### src/rtl/pc_fetch_unit.sv
// Program counter and fetch sequencer feeding instruction_memory; waits out memory latency, then holds
// instr_valid until downstream acks, and selects the next PC from the fed-back control fields.
module pc_fetch_unit #(
  parameter int                  PC_WIDTH     = 32,
  parameter logic [PC_WIDTH-1:0] RESET_PC     = '0,
  parameter int                  IMEM_DEPTH   = 1024,
  parameter int                  IMEM_LATENCY = 1
) (
  input  logic                clk,
  input  logic                reset,
  output logic [PC_WIDTH-1:0] pcOut,
  output logic                instr_valid,
  input  logic                instr_ack,
  input  logic                branch_taken,
  input  logic [31:0]         imm_signed,
  input  logic                jump,
  input  logic [31:0]         jmp_signed,
  input  logic                jr,
  input  logic [31:0]         jr_target,
  input  logic                halt,
  output logic                halted,
  output logic                fault,
  output logic [31:0]         retired_count
);

  typedef enum logic [1:0] {S_WAIT, S_VALID, S_HALT, S_FAULT} state_t;

  localparam logic [3:0]          LAT     = 4'(IMEM_LATENCY);
  localparam logic [PC_WIDTH-1:0] LAST_PC = PC_WIDTH'(IMEM_DEPTH - 1);
  localparam logic [PC_WIDTH-1:0] DEPTH   = PC_WIDTH'(IMEM_DEPTH);

  state_t              r_state;
  logic [3:0]          r_cnt;
  logic [PC_WIDTH-1:0] r_pc;
  logic                r_valid;
  logic                r_halted;
  logic                r_fault;
  logic [31:0]         r_retired;

  logic [PC_WIDTH-1:0] w_pc_inc;
  logic [PC_WIDTH-1:0] w_seq_pc;
  logic [PC_WIDTH-1:0] w_target;
  logic                w_nonseq;
  logic                w_oor;

  // Only non-sequential targets are range checked; sequential flow wraps to 0.
  always_comb begin
    w_pc_inc = r_pc + PC_WIDTH'(1);
    w_seq_pc = (r_pc == LAST_PC) ? '0 : w_pc_inc;
    w_nonseq = jr | jump | branch_taken;
    w_target = w_pc_inc;
    if (jr)
      w_target = PC_WIDTH'($signed(jr_target));
    else if (jump)
      w_target = w_pc_inc + PC_WIDTH'($signed(jmp_signed));
    else if (branch_taken)
      w_target = w_pc_inc + PC_WIDTH'($signed(imm_signed));
    w_oor = w_nonseq && (w_target[PC_WIDTH-1] || (w_target >= DEPTH));
  end

  always_ff @(posedge clk) begin
    if (reset) begin
      r_state   <= S_WAIT;
      r_cnt     <= LAT;
      r_pc      <= RESET_PC;
      r_valid   <= 1'b0;
      r_halted  <= 1'b0;
      r_fault   <= 1'b0;
      r_retired <= '0;
    end else begin
      case (r_state)
        S_WAIT: begin
          if (r_cnt <= 4'd1) begin
            r_cnt   <= '0;
            r_valid <= 1'b1;
            r_state <= S_VALID;
          end else begin
            r_cnt <= r_cnt - 4'd1;
          end
        end
        S_VALID: begin
          if (instr_ack) begin
            r_retired <= r_retired + 32'd1;
            r_valid   <= 1'b0;
            if (halt) begin
              r_halted <= 1'b1;
              r_state  <= S_HALT;
            end else if (w_oor) begin
              r_fault <= 1'b1;
              r_state <= S_FAULT;
            end else begin
              r_pc    <= w_nonseq ? w_target : w_seq_pc;
              r_cnt   <= LAT;
              r_state <= S_WAIT;
            end
          end
        end
        S_HALT:  ;
        S_FAULT: ;
        default: ;
      endcase
    end
  end

  assign pcOut         = r_pc;
  assign instr_valid   = r_valid;
  assign halted        = r_halted;
  assign fault         = r_fault;
  assign retired_count = r_retired;

endmodule

### config.mk
export PLATFORM = sky130hd
export DESIGN_NAME = pc_fetch_unit
export DESIGN_NICKNAME = d
export VERILOG_FILES = /design/src/rtl/pc_fetch_unit.sv
export SDC_FILE = /design/constraint.sdc
export NUM_CORES = 1
export LEC_CHECK = 0
export CAP_MARGIN = 5
export CORE_ASPECT_RATIO = 1.1
export CORE_MARGIN = 10
export CORE_UTILIZATION = 49
export DETAILED_ROUTE_END_ITERATION = 7
export GPL_TIMING_DRIVEN = 0
export PLACE_DENSITY = 0.79
export SLEW_MARGIN = 5
export SYNTH_ARGS = -nofsm -noshare
export SYNTH_HDL_FRONTEND = slang
export SYNTH_SLANG_ARGS = --single-unit
### constraint.sdc
create_clock -name clk -period 4.7 [get_ports clk]
set_input_delay 0.94 -clock clk [delete_from_list [all_inputs] [get_ports clk]]
set_output_delay 0.94 -clock clk [all_outputs]
set_load 0.03 [all_outputs]
==> impl_metrics.yaml <==
flow_run:
  cap_violations: 0
logic_synthesis:
  ys_warn_count: 0
  syn_inst: 1177
  synth-edff-count: 0
  synthArstFlopShare: 0
  synth_seq_cells: 73
  ys.flop_type: "dfxtp_1"
  synth_area_mm2: 0.008534
  ys_seq_area_frac: 0.1712
  avgSynthCellArea_um2: 7.251
  synth_nets: 1351
  ys_types: 83
power_and_ir_drop:
  ir_worst_vdd_mv: 0.3206
  seq_power_share: 0.310
  power_frac_clock: 0.365
  power_density_mw_per_mm2: 172.5
  p_switching_uw: 682.9
  power.leakage_nw: 4.979
  p_comb_frac: 0.326
  swShare: 0.3204
  internal_power_mw: 1.449
worst_setup_path:
  startpoint: "pcOut[6]"
  crit_required_ps: 4900
  critical_path.endpoint: "pcOut[20]"
  crit_fanout: 7
  crit_path_start_kind: "flop"
  reg2reg_slack_ps: -800
  r2r_cells: 22
  rr_endpoint: "pcOut[20]"
  r2r-start: "pcOut[6]"
  cp.arrival_ps: 5710
  end_kind: "flop"
  worst-setup-path-type: "reg2reg"
clock_tree:
  cts_buffers: 9
  cts.sinks: 73
  cts_tree: "built"
  htreeDepth: 3
  clk_latency_ps: 330
  root_buffer: "clkbuf_16"
  cts-hold-fix-buffers: 0
  clockBufferDepth: 2
  clkTransAtPathRegs_ps: 60
floorplanning:
  core-area_mm2: 0.01708
  start_util: 0.4997
  dieArea_mm2: 0.02310
  die_w_um: 145.8
  row_count: 50
  io_pins: 170
  fp.dieH_um: 158.4
global_route:
  first_global_vias: 10264
  overflow: 0
  antenna_found_initial: 0
  grt_pass1_wl_mm: 57.17
  grt_usage: 0.3074
  grt_max_degree: 13
final_layout:
  drive_gt1_frac: 0.1756
  design_area_mm2: 0.01236
  diodes: 0
  stdcell_count: 1641
  ff_latch_area_mm2: 0.001499
  multi_input_area_mm2: 0.007600
  num-nets-final: 1576
  synthToLayoutAreaGrowth_pct: 44.79
  nFillCells: 1362
timing:
  fmax_mhz: 181.7
  maxSlewHeadroom: 0.09914
  hold_viol_final: 0
  skew_ps: 4.152
  rsz0062_at_grt: "yes"
  fin_crit_sh: 1.171
  fin_ws_ps: -804.9
  setup_viol: 39
  min_period_ps: 5505
  worst_slew_pin_slew_ps: 1346
  finalMaxSlewViolations: 0
  finalHoldWorstSlack_ps: 496.0
placement:
  dp_cells: 1579
  placed_area_mm2: 0.01071
  io_buffers: 167
  hpwl_mm: 28.37
  place.gp.congestion: 0.9899
routing:
  dr.pass1.iters: 8
  drt-initial-drc-count: 1304
  wl_mm: 37.52
  antenna_left: 0
  vias_per_cell: 6.451
  drc: 0
  vias: 10586
  wire_per_inst_um: 22.86
status:
  failed_checks: "setup timing"
  outcome: "complete, but fails checks"
worst_hold_path:
  hold_class: "reg2reg"
cells by family (layout without fill, tap and decap cells):
logic type               Yosys count  after routing  share of synthesized area
multiplexers                      21             21                    0.02492
AND/OR/NAND/NOR                  452            452                     0.2617
adder cells (fa/ha/maj)           71             71                     0.1059
flip-flops                        73             73                     0.1712
XOR/XNOR                          84             84                    0.08620
buffers and inverters             98            327                    0.04427
AO/OA/AOI/OAI                    378            379                     0.3058
cells in the mapped netlist, types with 8 or more instances:
library cell	number	share of area
dfxtp_1	73	0.17
xnor2_1	37	0.038
inv_1	28	0.012
xor2_1	47	0.048
nand2_1	116	0.051
and3_1	27	0.020
nor4_1	11	0.0081
a211o_1	8	0.0082
o21ai_0	48	0.028
o21a_1	22	0.019
o31ai_1	12	0.011
clkbuf_1	59	0.026
and2_1	11	0.0081
mux2i_1	19	0.022
a211oi_1	28	0.025
nand3_1	41	0.024
a21o_1	32	0.028
nand4_1	40	0.029
buf_2	8	0.0047
ha_1	69	0.10
nor2_1	118	0.052
or3_1	11	0.0081
nand2b_1	8	0.0059
o211ai_1	15	0.013
a31oi_1	14	0.010
nor3_1	25	0.015
a21oi_1	98	0.057
area by class of cell:
type	count	area share
inverters	28	0.008505
well taps	234	0.02369
repair buffers	230	0.1810
flip-flops and latches	73	0.1213
clock inverters	6	0.008607
multi-input cells	1007	0.6150
plain buffers	53	0.02329
clock buffers	10	0.01853
layout by cell type, fill, tap and decap left out, types with 32 or more instances in the layout:
master	instances
a21o_1	32
a21oi_1	85
buf_4	49
clkbuf_1	38
clkdlybuf4s50_1	167
dfxtp_1	55
ha_1	53
nand2_1	113
nand3_1	41
nand4_1	40
nor2_1	111
o21ai_0	38
xor2_1	41
state kept, by name, indices dropped and copies added (netlist names):
signal and cells:
halted 1, r_cnt 4, fault 1, pcOut 32, retired_count 32, r_state 2
instr_valid 1
how the worst min path moves through the flow:
stage / startpoint / end / slack, ps / cells after the start
4_1_cts: fault / fault / 480 / 2
2_1_floorplan: r_cnt[1] / r_cnt[1] / 470 / 1
3_5_place_dp: fault / fault / 460 / 2
5_1_grt: pcOut[8] / pcOut[8] / 520 / 2
3_3_place_gp: fault / fault / 450 / 2
6_report: pcOut[8] / pcOut[8] / 500 / 2
per-stage QoR:
step / worst slack, ps / setup TNS, ps / utilization / total power [mW]
finish: -804.9 / -27550 / 0.7235 / 2.132
global route: -977.4 / -34270 / 0.7235 / 2.208
CTS: -666.3 / -22560 / 0.7161 / 2.097
detailed placement: -1292 / -44300 / 0.6273 / 1.274
global placement: -1528 / -54680 / 0.6270 / 1.267
floorplan: -203.8 / -1974 / - / 1.035
per-layer routing:
metal,track usage,up-vias,share of wire
li1,-,4873,-
met3,0.05537,101,0.093
met2,0.5090,618,0.46
met4,0.1484,0,0.042
met5,0,-,0
met1,0.3799,4994,0.41
worst max-delay path, cell delays in order, from the launching register on:
cell and delay, ps:
dfxtp_2 390, nand4_4 170, or4_4 590, buf_12 170
nor4_4 180, xor2_2 140, buf_4 170, ha_4 290
buf_6 90, nand4_1 140, nor3_1 220, o211ai_1 200
and3b_2 300, o2111a_1 290, a2111oi_4 340, a2bb2oi_2 130
a2111o_1 350, nor4_4 340, buf_4 210, a21oi_4 110
bufbuf_16 320, mux2i_1 160, nor2_1 60
power groups by stage:
stage                     logic, mW  clock network [mW]  registers (mW)
after CTS                     0.658               0.780           0.659
after global routing          0.737               0.809           0.663
after floorplan               0.349                   0           0.687
final                         0.694               0.777           0.660
after detailed placement      0.603                   0           0.672
after global placement        0.597                   0           0.670
what timing repair did:
item / CTS / global route
setup endpoints to repair: 39 / 39
setup buffers: 53 / 5
resized for setup: 138 / 29
cloned: 6 / 0
pin swaps: 49 / 25
Note: power is estimated with default switching activity, not from simulation.
